**src/rtl/bsg_adder_pkg.sv**
```systemverilog
// Shared definitions for the carry-save resolver.
// Holds the control-state type and a clog2 helper that never returns zero.
package bsg_adder_pkg;

  typedef enum logic [1:0] {
    eIdle,
    eBusy,
    eDone
  } bsg_adder_state_e;

  // Counter width helper: a single-chunk configuration still needs a 1-bit counter.
  function automatic int safe_clog2(input int n);
    return (n <= 1) ? 1 : $clog2(n);
  endfunction

endpackage

```
**src/rtl/bsg_adder_chunk_carry.sv**
```systemverilog
// chunk_p-bit ripple adder with carry-in and carry-out.
// Ports:
//   a_i, b_i  chunk operands
//   c_i       carry into bit 0
//   sum_o     chunk sum
//   c_o       carry out of the top bit
module bsg_adder_chunk_carry #(
  parameter int chunk_p = 8
) (
  input  logic [chunk_p-1:0] a_i,
  input  logic [chunk_p-1:0] b_i,
  input  logic               c_i,
  output logic [chunk_p-1:0] sum_o,
  output logic               c_o
);

  assign {c_o, sum_o} = {1'b0, a_i} + {1'b0, b_i} + {{chunk_p{1'b0}}, c_i};

endmodule

```
**src/rtl/bsg_adder_carry_save_resolver.sv**
```systemverilog
// Resolves a carry-save (resA, resB) pair into a binary sum, chunk_p bits
// per cycle, so the full-width carry chain never sits on one timing path.
// Ports:
//   clk_i, reset_i   clock, asynchronous active-high reset
//   v_i, ready_o     operand handshake (valid/ready)
//   resA_i, resB_i   carry-save operands
//   v_o, yumi_i      result handshake (valid/yumi)
//   sum_o            (A+B) mod 2^width_p, meaningful while v_o=1
//   carry_o          carry out of bit width_p-1
module bsg_adder_carry_save_resolver
  import bsg_adder_pkg::*;
#(
  parameter int width_p = 32,
  parameter int chunk_p = 8
) (
  input  logic               clk_i,
  input  logic               reset_i,
  input  logic               v_i,
  output logic               ready_o,
  input  logic [width_p-1:0] resA_i,
  input  logic [width_p-1:0] resB_i,
  output logic               v_o,
  input  logic               yumi_i,
  output logic [width_p-1:0] sum_o,
  output logic               carry_o
);

  localparam int num_chunks_lp = width_p / chunk_p;
  localparam int cnt_w_lp      = safe_clog2(num_chunks_lp);

  if ((width_p % chunk_p) != 0) begin : g_bad_chunk
    $error("bsg_adder_carry_save_resolver: width_p (%0d) must be a multiple of chunk_p (%0d)",
           width_p, chunk_p);
  end

  bsg_adder_state_e state_q, state_d;

  logic [cnt_w_lp-1:0] cnt_q;
  logic [width_p-1:0]  a_q, b_q, sum_q;
  logic                carry_q;
  logic                carry_out_q;

  logic                load, step, last;
  logic                ready_raw, valid_raw;
  logic [chunk_p-1:0]  a_sel, b_sel, s_chunk;
  logic                c_chunk;

  assign last = (cnt_q == cnt_w_lp'(num_chunks_lp - 1));

  always_ff @(posedge clk_i or posedge reset_i) begin
    if (reset_i) state_q <= eIdle;
    else         state_q <= state_d;
  end

  always_comb begin
    state_d   = state_q;
    load      = 1'b0;
    step      = 1'b0;
    ready_raw = 1'b0;
    valid_raw = 1'b0;
    unique case (state_q)
      eIdle: begin
        ready_raw = 1'b1;
        if (v_i) begin
          load    = 1'b1;
          state_d = eBusy;
        end
      end
      eBusy: begin
        step = 1'b1;
        if (last) state_d = eDone;
      end
      eDone: begin
        valid_raw = 1'b1;
        // Taking the result frees the slot in the same cycle, allowing back-to-back ops.
        ready_raw = yumi_i;
        if (yumi_i) begin
          load    = v_i;
          state_d = v_i ? eBusy : eIdle;
        end
      end
      default: state_d = eIdle;
    endcase
  end

  assign ready_o = ready_raw & ~reset_i;
  assign v_o     = valid_raw;
  assign sum_o   = sum_q;
  assign carry_o = carry_out_q;

  // Select the chunk addressed by the counter.
  always_comb begin
    a_sel = '0;
    b_sel = '0;
    for (int unsigned i = 0; i < num_chunks_lp; i++) begin
      if (cnt_q == cnt_w_lp'(i)) begin
        a_sel = a_q[i*chunk_p +: chunk_p];
        b_sel = b_q[i*chunk_p +: chunk_p];
      end
    end
  end

  bsg_adder_chunk_carry #(
    .chunk_p(chunk_p)
  ) u_chunk (
    .a_i   (a_sel),
    .b_i   (b_sel),
    .c_i   (carry_q),
    .sum_o (s_chunk),
    .c_o   (c_chunk)
  );

  always_ff @(posedge clk_i or posedge reset_i) begin
    if (reset_i) begin
      cnt_q       <= '0;
      a_q         <= '0;
      b_q         <= '0;
      sum_q       <= '0;
      carry_q     <= 1'b0;
      carry_out_q <= 1'b0;
    end else if (load) begin
      a_q     <= resA_i;
      b_q     <= resB_i;
      cnt_q   <= '0;
      carry_q <= 1'b0;
    end else if (step) begin
      for (int unsigned i = 0; i < num_chunks_lp; i++) begin
        if (cnt_q == cnt_w_lp'(i)) sum_q[i*chunk_p +: chunk_p] <= s_chunk;
      end
      carry_q <= c_chunk;
      if (last) begin
        cnt_q       <= '0;
        carry_out_q <= c_chunk;
      end else begin
        cnt_q <= cnt_q + cnt_w_lp'(1);
      end
    end
  end

endmodule

```
**config.mk**
```make
export PLATFORM = sky130hd
export DESIGN_NAME = bsg_adder_carry_save_resolver
export DESIGN_NICKNAME = d
export VERILOG_FILES = /design/src/rtl/bsg_adder_pkg.sv /design/src/rtl/bsg_adder_chunk_carry.sv /design/src/rtl/bsg_adder_carry_save_resolver.sv
export SDC_FILE = /design/constraint.sdc
export NUM_CORES = 1
export LEC_CHECK = 0
export CAP_MARGIN = 20
export CORE_AREA = 2 2 92 112
export DETAILED_ROUTE_END_ITERATION = 7
export DIE_AREA = 0 0 94 114
export PLACE_DENSITY = 0.8
export SYNTH_ARGS = -nofsm -noshare
export SYNTH_HDL_FRONTEND = slang
export SYNTH_SLANG_ARGS = --single-unit
```
**constraint.sdc**
```tcl
create_clock -name clk_i -period 5.3 [get_ports clk_i]
set_clock_uncertainty 0.05 [all_clocks]
set_input_delay 1.06 -clock clk_i [delete_from_list [all_inputs] [get_ports clk_i]]
set_output_delay 1.06 -clock clk_i [all_outputs]
set_load 0.005 [all_outputs]
```
==> flow_metrics.env <==
export IMPL_dpl_hpwl_mm=7.55
export IMPL_vias_per_cell=5.35
export IMPL_final_cell_mix="dfrtp_1, clkdlybuf4s50_1, mux2_2"
export IMPL_r2r_cells=13
export IMPL_cp_endpoint="sum_o[6]"
export IMPL_crit_path_max_fanout=29
export IMPL_ys_seq_area_frac=0.545
export IMPL_detail_route_antenna_nets=0
export IMPL_grt_total_usage=0.201
export IMPL_grt_pass1_vias=3485
export IMPL_grt_max_degree=55
export IMPL_vias=3423
export IMPL_final_hold_viol_count=0
export IMPL_slew_headroom=0.346
export IMPL_synth_fp_nets=496
export IMPL_tightest_slew_ps=981
export IMPL_die_h_um=114
export IMPL_die_x_um=94
export IMPL_synthTopCellsByArea="dfrtp_1, mux2_2, nand2_1"
export IMPL_port_buffers=102
export IMPL_netlist_area_leader_share=0.545
export IMPL_grt_remaining_overflow=0
export IMPL_cts_sinks=102
export IMPL_gp_congestion=0.799
export IMPL_dr_wl_met3_um=410
export IMPL_cts_tree="done"
export IMPL_cts_repair_resize_count=0
export IMPL_synth_cell_area_mm2=0.00468
export IMPL_finalCritPeriodShare=0.736
export IMPL_final_nets=590
export IMPL_initial_utilization=0.480
export IMPL_max_clock_freq_mhz=256
export IMPL_rsz0062_at_grt="no"
export IMPL_slowest_stage="ha_1"
export IMPL_ys_ff_latch=102
export IMPL_cts_hold_buffers=0
export IMPL_dpl_cell_count=624
export IMPL_rrSetupSlack_ps=1400
export IMPL_ys_types=32
export IMPL_cp_cell_sequence="inv_1 -> ha_1 -> nor2b_1 -> a221oi_1 -> nor3_1 -> a21oi_1 -> fa_1 -> fa_1 -> nor2b_1 -> o21ai_0 -> a21oi_1 -> nor3_1 -> o31ai_1"
export IMPL_grt_pass1_wl_mm=16.8
export IMPL_tns_ps=0
export IMPL_drt_pass1_iter_count=4
export IMPL_crit_path_max_incr_delay_ps=700
export IMPL_dr_first_iter_drc_count=153
export IMPL_path_clk_slew_ps=70
export IMPL_yosysTopAreaCell="dfrtp_1"
export IMPL_grt_antenna_before_repair=0
export IMPL_peakVddDrop_v=0.000293
export IMPL_root_buffer="clkbuf_16"
export IMPL_r2r_start="cnt_q[1]"
export IMPL_holdCritPathClass="register to register"
export IMPL_cp_arrival_ps=4060
export IMPL_avgSynthCellArea_um2=11.3
export IMPL_max_cap_viol_count=0
export IMPL_route_layer_met1_wl_mm=4.35
export IMPL_drc=0
export IMPL_synth_cells=415
export IMPL_routed_top_layer="met4"
export IMPL_stdcell_count=640
export IMPL_clockBufferDepth=2
export IMPL_slew_viol_final=0
export IMPL_drive_gt1_frac=0.181
export IMPL_period_minus_slack_ps=3900
export IMPL_insertion_delay_ps=340
export IMPL_syn2layout_area_growth_pct=29.5
export IMPL_required_ps=5460
export IMPL_die_area_mm2=0.0107
export IMPL_drt_wl_total_mm=10.1
export IMPL_endpoint_kind="register"
export IMPL_worstSetupStartpointType="register"
export IMPL_pin_count=103
export IMPL_yosys_warnings=0
export IMPL_status="finished clean"
export IMPL_n_antenna_cell=0
export IMPL_r2r_end="sum_o[6]"
export IMPL_wl_per_cell_um=15.8
export IMPL_met2_wirelength_mm=5.11
export IMPL_cts_buffers=9
export IMPL_crit_path_start="cnt_q[1]"
export IMPL_setup_violations=0
export IMPL_power_density_mw_per_mm2=673
export IMPL_cts_setup_buffers=0
export IMPL_h_tree_depth=3
export IMPL_design_core_area_mm2=0.00976
export IMPL_leakagePower_nw=2.56
export IMPL_rows=40
export IMPL_critPathKind="register to register"
-- Yosys cell counts, drive strengths merged --
library cell  instances
xor2                  2
o21ai                40
nor2                  9
o2111ai               1
xnor2                 2
a221oi                2
o21bai                1
ha                   11
buf                   9
a21oi                38
o211ai                1
o311a                 1
o21a                  1
and2                  2
mux2                 68
a22oi                 4
clkbuf               15
dfrtp               102
nand2b                3
nand2                62
o22ai                 1
o31ai                 4
or2                   1
nand3b               11
a21o                  4
a22o                  1
fa                    2
inv                   7
nor3                  4
nor2b                 6
-- critical path: cells and delay by family, from the launching register on --
family	cells	cell delay [ps]
flops	1	410
simple gates	4	860
fa+ha+maj	3	1180
buf+inv	1	90
compound gates	5	1170
-- cell families (layout without fill, tap and decap cells) --
family	after synthesis	count (layout)	synth area share
flip-flops	102	102	0.545
AO/OA/AOI/OAI	99	99	0.123
AND/OR/NAND/NOR	98	98	0.0954
multiplexers	68	68	0.163
buffers and inverters	31	130	0.0283
adder cells (fa/ha/maj)	13	13	0.0379
XOR/XNOR	4	4	0.00748
-- layer usage --
metal  track usage  vias to the layer above
met5             0                        -
met1         0.262                     1672
met4        0.0763                        0
li1              -                     1635
met3        0.0310                       20
met2         0.339                       96
-- registers in the layout, summed over array words and instances (netlist names) --
| signal | cells |
|---|---|
| carry_o | 1 |
| carry_q | 1 |
| cnt_q | 2 |
| state_q | 2 |
| sum_o | 32 |
| a_q | 32 |
| b_q | 32 |
-- cell type report --
class	instances	area [um2]
clock buffer	11	233
clock inverter	5	35.0
multi-input combinational	282	2000
timing repair buffer	107	1060
inverter	7	28.8
tap	126	158
sequential	102	2550
fill	787	3690
-- worst min-delay path by stage --
| stage | endpoint | startpoint | depth (start not counted) |
|---|---|---|---|
| 2_1_floorplan | sum_o[14] | sum_o[14] | 2 |
| 3_3_place_gp | sum_o[29] | sum_o[29] | 2 |
| 3_5_place_dp | sum_o[29] | sum_o[29] | 2 |
| 4_1_cts | sum_o[29] | sum_o[29] | 2 |
| 5_1_grt | sum_o[1] | sum_o[1] | 2 |
| 6_report | sum_o[29] | sum_o[29] | 2 |
-- per-stage QoR --
step	total power [W]	hold slack, ps	setup slack, ps	cell area (um2)	utilization
after floorplan	0.00279	423	668	4680	-
after global placement	0.00341	411	1440	5800	0.594
after detailed placement	0.00349	422	1430	5800	0.594
after CTS	0.00411	436	1420	6070	0.622
after global routing	0.00443	457	984	6070	0.622
final	0.00408	428	1400	6070	0.622
-- where the power goes --
group,switching (W),internal [W]
Clock,0.000283,0.000320
Sequential,0.000215,0.00117
Combinational,0.00109,0.00101
Power figures use the tool's default switching activity.
